`config.mk`:
```
export PLATFORM = sky130hd
export DESIGN_NAME = mux_arbiter
export DESIGN_NICKNAME = d
export VERILOG_FILES = /design/src/rtl/mux_arbiter.sv
export SDC_FILE = /design/constraint.sdc
export NUM_CORES = 1
export LEC_CHECK = 0
export ABC_AREA = 1
export CAP_MARGIN = 20
export CORE_ASPECT_RATIO = 0.9
export CORE_UTILIZATION = 30
export CTS_BUF_LIST = sky130_fd_sc_hd__clkbuf_8 sky130_fd_sc_hd__clkbuf_16
export DETAILED_ROUTE_END_ITERATION = 7
export DONT_BUFFER_PORTS = 1
export GPL_ROUTABILITY_DRIVEN = 0
export GPL_TIMING_DRIVEN = 0
export PLACE_DENSITY_LB_ADDON = 0.2
export SLEW_MARGIN = 10
export SYNTH_ARGS = -nofsm -noshare
export SYNTH_HDL_FRONTEND = slang
export SYNTH_SLANG_ARGS = --single-unit
```
`constraint.sdc`:
```
create_clock -name clk -period 2 [get_ports clk]
set_input_delay 0.4 -clock clk [delete_from_list [all_inputs] [get_ports clk]]
set_output_delay 0.4 -clock clk [all_outputs]
set_load 0.01 [all_outputs]
```
`src/rtl/mux_arbiter.sv`:
```
// Round-robin owner arbiter for a shared 4:1 mux path.
// One owner at a time; a grant is held until done, withdrawal, or HOLD_MAX cycles.
module mux_arbiter #(
  parameter int HOLD_MAX = 8
) (
  input  logic       clk,
  input  logic       reset,
  input  logic [3:0] req,
  input  logic       done,
  output logic [1:0] sel,
  output logic [3:0] grant,
  output logic       busy,
  output logic       timeout
);

  // state | meaning
  // IDLE  | no owner; pick the next requester starting at ptr
  // GRANT | owner sel holds the path; cnt counts held cycles

  typedef enum logic {IDLE = 1'b0, GRANT = 1'b1} state_t;

  localparam logic [7:0] CNT_LAST = 8'(HOLD_MAX - 1);

  state_t     state_q, state_d;
  logic [1:0] ptr_q, ptr_d;
  logic [7:0] cnt_q, cnt_d;
  logic [1:0] sel_d;
  logic [3:0] grant_d;
  logic       busy_d;
  logic       timeout_d;

  logic [1:0] winner;
  logic [1:0] idx;
  logic       found;
  logic       at_limit;
  logic       release_now;

  always_comb begin
    winner = 2'd0;
    found  = 1'b0;
    idx    = 2'd0;
    for (int i = 0; i < 4; i++) begin
      idx = ptr_q + 2'(i);
      if (!found && req[idx]) begin
        winner = idx;
        found  = 1'b1;
      end
    end
  end

  assign at_limit    = (cnt_q == CNT_LAST);
  assign release_now = done || !req[sel] || at_limit;

  always_ff @(posedge clk) begin
    if (reset) begin
      state_q <= IDLE;
      ptr_q   <= 2'd0;
      cnt_q   <= 8'd0;
      sel     <= 2'd0;
      grant   <= 4'd0;
      busy    <= 1'b0;
      timeout <= 1'b0;
    end else begin
      state_q <= state_d;
      ptr_q   <= ptr_d;
      cnt_q   <= cnt_d;
      sel     <= sel_d;
      grant   <= grant_d;
      busy    <= busy_d;
      timeout <= timeout_d;
    end
  end

  always_comb begin
    state_d = state_q;
    case (state_q)
      IDLE:    if (found) state_d = GRANT;
      GRANT:   if (release_now) state_d = IDLE;
      default: state_d = IDLE;
    endcase
  end

  always_comb begin
    ptr_d     = ptr_q;
    cnt_d     = cnt_q;
    sel_d     = sel;
    grant_d   = 4'd0;
    busy_d    = 1'b0;
    timeout_d = 1'b0;
    case (state_q)
      IDLE: begin
        if (found) begin
          sel_d   = winner;
          grant_d = 4'b0001 << winner;
          busy_d  = 1'b1;
          cnt_d   = 8'd0;
          ptr_d   = winner + 2'd1;
        end
      end
      GRANT: begin
        if (release_now) begin
          // a normal release (done or withdrawal) masks the timeout flag
          timeout_d = at_limit && !done && req[sel];
        end else begin
          grant_d = grant;
          busy_d  = 1'b1;
          cnt_d   = cnt_q + 8'd1;
        end
      end
      default: ;
    endcase
  end

endmodule

```
==> Flow_metrics.wiki <==
{| class="wikitable"
! Metric !! Value
|-
| Gate count after technology mapping || 170
|-
| Number of remaining DRC errors || 0
|-
| Cell type contributing the most total cell area after synthesis || sky130_fd_sc_hd__dfxtp_1
|-
| Global routing usage summed across all routing layers || 0.1404
|-
| Startpoint kind of the worst setup timing path || register
|-
| Clock Sink Count || 18
|-
| Full die area || 4115 µm²
|-
| Dominant synthesized flop cell || sky130_fd_sc_hd__dfxtp_1
|-
| Number of cell rows || 21
|-
| Clk pin slew, worst setup/hold paths || 70 ps
|-
| Final std cell area, no fill || 1294 µm²
|-
| Startpoint-to-endpoint class of the critical path || register to register
|-
| Number of clock buffers inserted by TritonCTS || 3
|-
| Critical Path RT || 2150 ps
|-
| Post-DP Area || 1216 µm²
|-
| Count of flip-flops with a built-in enable after synthesis || 0
|-
| Gr ovfl total || 0
|-
| Highest ir drop seen on vdd || 0.6144 mV
|-
| Initial antenna violation count || 0
|-
| Reg-to-Reg Start || ptr_q[0]
|-
| Post-route total power || 0.001689 W
|-
| Launch instance of the worst min-delay path || cnt_q[1]
|-
| Total half-perimeter wirelength after legalization and detailed placement || 2.013 mm
|-
| Vias in the first global route || 989
|-
| Maximum clock frequency || 0.5431 GHz
|-
| CTS tree || built
|-
| Relative area change from synthesis to final layout || 11.66%
|-
| Yosys warns || 0
|-
| Synthesized cell area || 1159 µm²
|-
| Worst-case hold slack || 504.1 ps
|-
| Worst Skew || 3.217 ps
|-
| Least-Margin Pin Slew || 445.6 ps
|-
| Post-layout minimum cycle time || 1841 ps
|-
| Worst hold stages || 2
|-
| Count of vias placed by the detailed router || 1110
|-
| Count of final max-slew check failures || 0
|-
| Global-route wire length before repair || 4.360 mm
|-
| Seq/Total Area, Yosys || 0.3110
|-
| PortBufs || 0
|-
| Post-Synthesis Net Count || 182
|-
| Leak || 0.5583 nW
|-
| Endpoint of the worst register-to-register path || ptr_q[1]
|-
| Max capacitance violation total || 0
|-
| Share of flip-flops with an asynchronous set or reset after synthesis || 0
|-
| Most frequent standard cell in the layout excluding fill and tap cells || sky130_fd_sc_hd__nand2_1
|-
| Largest fanout on the critical path || 8
|-
| Slew margin rel. || 0.7029
|-
| Average wire length per cell after detail routing || 12.05 µm
|-
| Post-Route WL || 2.674 mm
|-
| Nets || 189
|-
| Die Y-Extent || 60.96 µm
|-
| Insertion delay to the later sink of the worst-skew pair || 260 ps
|-
| Number of DRC violations after detailed-routing iteration 0 || 40
|-
| Maximum number of pins on one net before global-route repair || 11
|-
| Number of distinct library cells after synthesis || 31
|-
| Clk Tree Root Cell || sky130_fd_sc_hd__clkbuf_8
|-
| Hold Crit Class || register to register
|-
| Fraction of the cycle the final worst path needs || 0.9207
|-
| Syn_area_per_cell || 6.815 µm²
|-
| Endpoint arrival time on the critical path || 1990 ps
|-
| Core area || 3705 µm²
|-
| Number of routed nets with antenna violations || 0
|-
| Post-synth top area share || 0.3110
|-
| CTS H-tree depth || 1
|-
| Status || finished, final reports clean
|-
| PwrDens || 1306 nW/µm²
|-
| Kind of end point of the critical path || register
|-
| Number of flip-flops and latches in the synthesized netlist || 18
|-
| Detailed-router iteration count before antenna repair || 4
|-
| Hold path endpoint || cnt_q[1]
|-
| Final setup vio count || 0
|-
| Bufs on Longest Clock Path || 2
|-
| ANT cells || 0
|-
| Overall die width || 67.51 µm
|-
| Number of cells traversed by the worst register-to-register path || 14
|-
| R2r setup slk || 160 ps
|-
| Top library cells by usage in the layout, fill and taps aside || sky130_fd_sc_hd__nand2_1 (49), sky130_fd_sc_hd__nand3_1 (21), sky130_fd_sc_hd__dfxtp_1 (16)
|-
| Starting density of the core || 0.3127
|-
| Top area cells in the synthesized netlist || sky130_fd_sc_hd__dfxtp_1 (31%), sky130_fd_sc_hd__nand2_1 (16%), sky130_fd_sc_hd__nand3_1 (9.5%)
|-
| Share of post-route cells with drive strength above 1 || 0.1705
|-
| Final count of hold timing violations || 0
|-
| Total I/O pin count || 15
|-
| Via count normalized by instance count || 5.000
|}
## Yosys cell counts (2+ instances only)
| cell | n |
|---|---|
| sky130_fd_sc_hd__nor3b_1 | 2 |
| sky130_fd_sc_hd__nor3_1 | 2 |
| sky130_fd_sc_hd__inv_2 | 2 |
| sky130_fd_sc_hd__nor2_1 | 9 |
| sky130_fd_sc_hd__o21ai_1 | 4 |
| sky130_fd_sc_hd__dfxtp_1 | 18 |
| sky130_fd_sc_hd__or2_2 | 2 |
| sky130_fd_sc_hd__a21oi_1 | 12 |
| sky130_fd_sc_hd__nand2_2 | 7 |
| sky130_fd_sc_hd__ha_1 | 5 |
| sky130_fd_sc_hd__nand4_1 | 2 |
| sky130_fd_sc_hd__nand2_1 | 50 |
| sky130_fd_sc_hd__nand3_1 | 22 |
| sky130_fd_sc_hd__o21ai_0 | 5 |
| sky130_fd_sc_hd__xor2_1 | 2 |
| sky130_fd_sc_hd__inv_1 | 9 |
| sky130_fd_sc_hd__nand2_4 | 3 |
## stage by stage
stage	setup TNS, ps	utilization	setup WS, ps	instances
floorplan	0	-	295.2	170
global placement	0	0.3283	140.7	216
detailed placement	0	0.3283	101.4	216
CTS	0	0.3431	84.75	220
global route	-2.712	0.3492	-2.712	222
finish	0	0.3492	158.7	222
## cells by family (layout without fill, tap and decap cells)
group	count (synthesis)	in the layout	share of synthesized area
adders and majority gates	5	5	0.05400
buffers and inverters	16	22	0.07235
xor gates and xnor gates	3	3	0.02268
and+or+nand+nor	105	105	0.4363
DFF	18	18	0.3110
AOI/OAI and AO/OA	23	23	0.1037
## timing repair
action                     4_1_cts  5_1_grt
buffers inserted                 0        1
setup endpoints to repair        0        3
hold buffers                     0        0
resized for setup                0        4
## worst max-delay path, cell delays in order, from the launching register on
cell and delay, ps:
sky130_fd_sc_hd__dfxtp_2 320, sky130_fd_sc_hd__buf_6 130, sky130_fd_sc_hd__inv_6 80, sky130_fd_sc_hd__nand2_2 50
sky130_fd_sc_hd__nand3_1 120, sky130_fd_sc_hd__nand2_1 110, sky130_fd_sc_hd__nor2_4 140, sky130_fd_sc_hd__nand2_2 70
sky130_fd_sc_hd__nand2_1 70, sky130_fd_sc_hd__nand2_1 80, sky130_fd_sc_hd__nand3_2 80, sky130_fd_sc_hd__inv_1 70
sky130_fd_sc_hd__ha_1 290, sky130_fd_sc_hd__nand2_1 60, sky130_fd_sc_hd__o21ai_1 50
## power breakdown
part           leakage [nW]  total (W)  internal [W]  switching, W
clock                0.0288   0.000302      0.000175      0.000127
sequential            0.147   0.000522      0.000432     0.0000897
combinational         0.382   0.000865      0.000309      0.000557
total                 0.558    0.00169      0.000916      0.000773
## registers in the layout, indices dropped and copies added (netlist names)
signal,cells
cnt_q,8
ptr_q,2
sel,2
timeout,1
state_q,1
grant,4
## worst max path at each step
stage                         from       end  slack, ps
final                     ptr_q[0]  ptr_q[1]        160
after global routing      ptr_q[0]  ptr_q[1]         -3
after detailed placement  ptr_q[1]  ptr_q[1]        100
after CTS                 ptr_q[0]  ptr_q[1]         80
after floorplan           ptr_q[0]  ptr_q[1]        300
after global placement    ptr_q[1]  ptr_q[1]        140
## layer usage
layer / track usage / vias up / routed length [µm]
met5: 0 / - / 0
met4: 0.02128 / 0 / 4
met3: 0.04135 / 2 / 172
li1: - / 567 / -
met2: 0.2306 / 35 / 1253
met1: 0.1849 / 506 / 1243
## final cells by class
cell class | instances | area (µm²)
plain buffers | 3 | 30.03
clock buffers | 4 | 55.05
fillers | 396 | 2411
inverters | 13 | 53.80
multi-input cells | 136 | 721.9
flip-flops and latches | 18 | 362.8
well taps | 46 | 57.56
repair buffers | 2 | 12.51
No activity file was read; power rests on OpenSTA's default activity.
